File: src/rtl/hazard_scoreboard.sv
// Register-hazard scoreboard: per-register Tnew countdowns compared against source Tuse.
// stall/fire are combinational (zero latency); busy_mask and stall_cnt are registered state.
module hazard_scoreboard #(
  parameter int unsigned NREG    = 32,
  parameter int unsigned ADDR_W  = 5,
  parameter int unsigned CNT_W   = 2,
  parameter int unsigned NSRC    = 2,
  parameter int unsigned ZERO_HW = 1,
  parameter int unsigned STAT_W  = 32
) (
  input  logic                    clk,
  input  logic                    reset,
  input  logic                    issue_valid,
  input  logic [NSRC-1:0]         src_valid,
  input  logic [NSRC*ADDR_W-1:0]  src_addr,
  input  logic [NSRC*CNT_W-1:0]   src_tuse,
  input  logic                    dst_valid,
  input  logic [ADDR_W-1:0]       dst_addr,
  input  logic [CNT_W-1:0]        dst_tnew,
  input  logic                    flush,
  output logic                    stall,
  output logic                    fire,
  output logic [NREG-1:0]         busy_mask,
  output logic [STAT_W-1:0]       stall_cnt
);

  logic [CNT_W-1:0] cnt [NREG];
  logic [NSRC-1:0]  hazard;
  logic [NREG-1:0]  load;

  for (genvar k = 0; k < NSRC; k++) begin : g_src
    logic [ADDR_W-1:0] addr;
    logic [CNT_W-1:0]  tuse;
    assign addr = src_addr[k*ADDR_W +: ADDR_W];
    assign tuse = src_tuse[k*CNT_W +: CNT_W];
    assign hazard[k] = issue_valid && src_valid[k] && (cnt[addr] > tuse) &&
                       !((ZERO_HW != 0) && (addr == '0));
  end

  assign stall = |hazard;
  assign fire  = issue_valid && !stall;

  // A new writer replaces any older countdown on the same register (WAW).
  for (genvar r = 0; r < NREG; r++) begin : g_reg
    assign load[r] = fire && dst_valid && (dst_addr == ADDR_W'(r)) &&
                     !((ZERO_HW != 0) && (r == 0));
    assign busy_mask[r] = (cnt[r] != '0);
  end

  always_ff @(posedge clk) begin
    if (!reset) begin
      for (int r = 0; r < NREG; r++) cnt[r] <= '0;
    end else if (flush) begin
      for (int r = 0; r < NREG; r++) cnt[r] <= '0;
    end else begin
      for (int r = 0; r < NREG; r++) begin
        if (load[r]) begin
          cnt[r] <= dst_tnew;
        end else if (cnt[r] != '0) begin
          cnt[r] <= cnt[r] - 1'b1;
        end
      end
    end
  end

  // The statistic still counts a stalled flush cycle; it saturates instead of wrapping.
  always_ff @(posedge clk) begin
    if (!reset) begin
      stall_cnt <= '0;
    end else if (stall && (stall_cnt != '1)) begin
      stall_cnt <= stall_cnt + 1'b1;
    end
  end

endmodule
File: config.mk
export PLATFORM = sky130hd
export DESIGN_NAME = hazard_scoreboard
export DESIGN_NICKNAME = d
export VERILOG_FILES = /design/src/rtl/hazard_scoreboard.sv
export SDC_FILE = /design/constraint.sdc
export NUM_CORES = 1
export LEC_CHECK = 0
export ABC_AREA = 1
export CAP_MARGIN = 20
export CORE_MARGIN = 2
export CORE_UTILIZATION = 62
export DETAILED_ROUTE_END_ITERATION = 6
export PLACE_DENSITY = 0.85
export RECOVER_POWER = 100
export SLEW_MARGIN = 20
export SYNTH_ARGS = -nofsm -noshare
export SYNTH_HDL_FRONTEND = slang
export SYNTH_SLANG_ARGS = --single-unit
File: constraint.sdc
create_clock -name clk -period 7.5 [get_ports clk]
set_input_delay 0.75 -clock clk [delete_from_list [all_inputs] [get_ports clk]]
set_output_delay 0.75 -clock clk [all_outputs]
set_load 0.1 [all_outputs]
After elaboration in Yosys (flattened, before gate mapping)
Memories as Yosys holds them, arrays and structs flattened.
Cells that the tools add are included.
Storage, ports and cells
  input port bits: 28
  logic and storage cells: 624
  register bits after elaboration: 32
  bits in writable memories: 64
  memories kept: 1
  output and inout port bits: 66
Memory list
  cnt: words 32, width 2, read ports 34, clocked after Yosys merged registers in 0, write ports 32, RTL line 27  | logic [CNT_W-1:0] cnt [NREG];
Operators by class
  magnitude comparators: 2
  $add $sub $neg: 33
  reduce and logical (&&, ||, !) cells: 78
  bitwise operators: 95
  multiplexer cells: 382
  equal/unequal tests: 32
Operator list (number)
  $mux W1: 287
  $mux W2: 95
  $or A1 B1 Y1: 95
  $eq A5 B5 Y1 const B: 16
  $reduce_bool A2 Y1: 32
  $sub A2 B1 Y2 const B: 32
  $eq A5 B4 Y1 const B: 8
  $logic_and A1 B1 Y1: 40
  $add A32 B1 Y32 const B: 1
  $ne A32 B32 Y1 const B: 1
  $eq A5 B3 Y1 const B: 4
  $eq A5 B2 Y1 const B: 2
  $logic_not A5 Y1: 2
  $eq A5 B1 Y1 const B: 1
  $gt A2 B2 Y1: 2
  $logic_not A1 Y1: 3
  $reduce_or A2 Y1: 1

Logic depth before layout (Yosys ltp)
An unclocked memory read counts as a cell.
  depth in word-level cells: 15
  gate-level depth with buffers: 23
  gate-level depth less buffers: 20

Least setup slack after synthesis
OpenSTA, ideal clock, no wires.
  kind: in2reg
  start point: input port src_addr[0]
  end point: memory cnt[13][0] (enable)
  data arrival time: 3.538 ns
  path buffers: 4
  stages on the path: 21
  setup slack: 3.662 ns
  data required time: 7.200 ns
  library setup time: 0.300 ns
  cell sequence: buf_6 > inv_1 > clkbuf_1 > buf_2 > a21oi_1 > o21ai_0 > nand3_1 > nand3_1 > nand2_1 > ha_1 > nand2_1 > inv_1 > nor2_1 > nand3_2 > nand2_4 > nor2_8 > nand2_4 > nor2_8 > buf_12 > nand2_4 > nand3_1
RTL lines
  from (decl): RTL line 15  | input logic [NSRC*ADDR_W-1:0] src_addr,
  to (decl): RTL line 27

Worst setup path after layout
  start point: input port src_addr[0]
  end point: output port fire
Between the ends
  cells in the longest elaborated chain, start to end: 7
  elaborated cells between the ends (all ways): 9
  those cells by class: 1 x order compare; 7 x reduce/logical; 1 x memory
Ends and longest elaborated chain
  $mem_v2 Z32 W2
  $gt A2 B2 Y1: RTL line 36  | assign hazard[k] = issue_valid && src_valid[k] && (cnt[addr] > tuse) &&
  $logic_and A1 B1 Y1: RTL line 36
  $logic_and A1 B1 Y1 *: RTL line 36
  $reduce_or A2 Y1 *: RTL line 40  | assign stall = |hazard;
  $logic_not A1 Y1 *: RTL line 41  | assign fire = issue_valid && !stall;
  $logic_and A1 B1 Y1 *: RTL line 41
  to (decl): RTL line 22  | output logic fire,
Mark *: on every way between the ends. The rest lies on a longest branch, timed or not.

==> run metrics <==
Worst Skew=0.0108 ns; Period minus WS final=between 6 and 7 ns; CTS tree=yes; GRT met1 Usage=0.454; Diodes inserted=0; vias=8,120; Max Cap Viol=1; busiest grt layer=met2; initial antenna violation count=0; library cells used by synthesis=31; total gr overflow=0; cts hold-fix bufs=0; Die Y=116 um; Hold/Removal Path Class=flop to flop; met3 usage=0.0591; # rows=40; Ports=94; Non-Filler Instances=1,393; LEAKAGE=between 0.004 and 0.005 uW; cell with the most instances after synthesis=nand2_1; WS Path Type=input port to output pin; Worst Setup End Kind=output pin; Antenna Nets Post-Route=0; largest net degree at the start of global routing=87; Sink Count=96; post-synthesis net count=approximately 1,200; outcome=finished with violations; DRT Wirelength=between 20,000 and 25,000 um; vias in the first global route=7,059; Post-synth top cells=nand2_1 (250), inv_1 (167), a21oi_1 (116); CTS H-Tree Depth=3; Worst Setup Start Kind=input port; buffers inserted by post-CTS timing repair=0; Bufs on Longest Clock Path=2; Max Clock Freq=0.161 GHz; crit-path max FO=49; Resized cells post-CTS=0; hpwl dp=15,800 um; Synth Flop Type=edfxtp_1; Core Region=12,100 um2; final setup fails=0; mapped cell area=between 7000 and 8000 um2; critical path cell sequence=dlygate4sd3_1 -> inv_1 -> o21ai_0 -> a21oi_1 -> o21ai_0 -> nand3_1 -> nand3_1 -> and2_0 -> ha_1 -> nand2_1 -> inv_1 -> nor2_1 -> nand3_2 -> nand2_1 -> nor2_8 -> dlygate4sd3_1; placed inst area=a little under 9000 um2; max_slew headroom=-1.51; GRT Overall Usage=0.331; synthesized flop and latch total=96; syn avg cell area=6.69 um2; WP data arrival=5.47 ns; M2 GR Usage=0.513; # DRC=0; die area=13,400 um2; CP max-delay cell=dlygate4sd3_1; failing checks=max-capacitance violations, max-slew violations; initial core utilization=0.641; share of layout cells above drive strength 1=0.0318; clock root cell=clkbuf_16; hold-critical path depth=2; Avg Vias per Cell=5.83; CTS buffer count=9; Tcrit/Tclk final=0.830; Seq/Total Area, Yosys=0.327; Slew Limit Fails=87; drt first-iter violations=964; share of the synthesized area in the top cell type=0.240; Worst-Margin Slew=3.77 ns; final hold viol count=0; Pre-Repair DR Iteration Count=6; first-pass GRT wire length=34,900 um; RSZ-0062 raised after global routing=false; Final Cell Area=8990 um2; Skew-Pair Late Insertion Delay=0.36 ns; Crit path largest cell delay=1.23 ns; Post-Synthesis Cells=between 1,000 and 1,500; post-synthesis async set-or-reset flop share=0; die width=~120 um; worst path required time=6.75 ns; IO Port Bufs=93; power density cells=198 nW/um2; synthesis-to-finish area growth=15.8%; reg2reg path depth=17; Cells after DPL=1,377; drt wl/cell=15.7 um; Layout Nets=1,285; Yosys warning total=0; global placer's final weighted congestion=0.967; Post-synth EDFFs=62; Yosys top cell by area=edfxtp_1; largest cells by area after synthesis=edfxtp_1 (24%), nand2_1 (12%), dfxtp_1 (8.8%), inv_1 (8.1%), a21oi_1 (7.5%); final setup TNS=0 ns; Peak VDD IR=about 0.00017 V; CTS clk-pin slew, worst paths=~0.060 ns
==> power breakdown <==
group	internal (uW)	switching, uW
registers	612	29.5
logic	153	503
clock network	266	213
total	1030	746
==> final timing paths <==
check	to	start	slack, ns
setup reg to reg	stall_cnt[17]	cnt[3][1]	3.12
hold / removal	stall_cnt[7]	stall_cnt[7]	0.50
hold reg to reg	stall_cnt[7]	stall_cnt[7]	0.50
setup / recovery	fire	src_addr[0]	1.28
==> metal layers <==
metal,routed length [um],share of wire
met1,9320,0.43
met2,9620,0.44
met3,2190,0.10
met4,743,0.034
met5,0,0
==> logic make-up after synthesis <==
group / after synthesis / share of synthesized area
buffers and inverters: 221 / 0.112
AND/OR/NAND/NOR: 564 / 0.334
adder cells (fa/ha/maj): 37 / 0.0596
AO/OA/AOI/OAI: 222 / 0.145
XOR/XNOR: 20 / 0.0226
flip-flops: 96 / 0.327
==> per-stage QoR <==
step / worst slack, ns / hold slack, ns / utilization / power, uW
6_report: 1.28 / 0.496 / 0.742 / 1780
5_1_grt: 0.888 / 0.523 / 0.742 / 1850
4_1_cts: 1.57 / 0.504 / 0.745 / 1780
3_5_place_dp: 1.58 / 0.486 / 0.721 / 1310
3_3_place_gp: 1.72 / 0.488 / 0.721 / 1310
2_1_floorplan: 3.66 / 0.456 / - / 1150
==> sequential cells by signal, summed over array words and instances (netlist names) <==
register and count:
stall_cnt 32, cnt 64
==> area by class of cell <==
class                           count  area [um2]
Multi-Input combinational cell    843        4330
Fill cell                        1004        3120
Sequential cell                    96        2540
Timing Repair Buffer               99         970
Inverter                          171         642
Clock buffer                       10         239
Tap cell                          168         210
Clock inverter                      6        57.6
==> cells in the final DEF (no fill, tap or decap), types with 4 or more instances in the layout <==
cell type        instances
o21ai_0                101
xnor2_1                  6
nand2_4                 11
nor3_1                  18
edfxtp_1                62
buf_4                    4
nand3_1                 97
a21oi_1                116
xor2_1                  14
dfxtp_1                 34
clkbuf_16                9
ha_1                    37
clkdlybuf4s50_1         25
nand4_1                 59
inv_1                  168
dlygate4sd3_1           68
nor2_1                 116
nand2_1                251
==> critical path, delay by kind of cell <==
family,cells,cell delay (ns)
AND/OR/NAND/NOR,8,0.96
AO/OA/AOI/OAI,3,0.51
buffers and inverters,4,2.93
adder cells (fa/ha/maj),1,0.29
(Power assumes the default switching activity.)
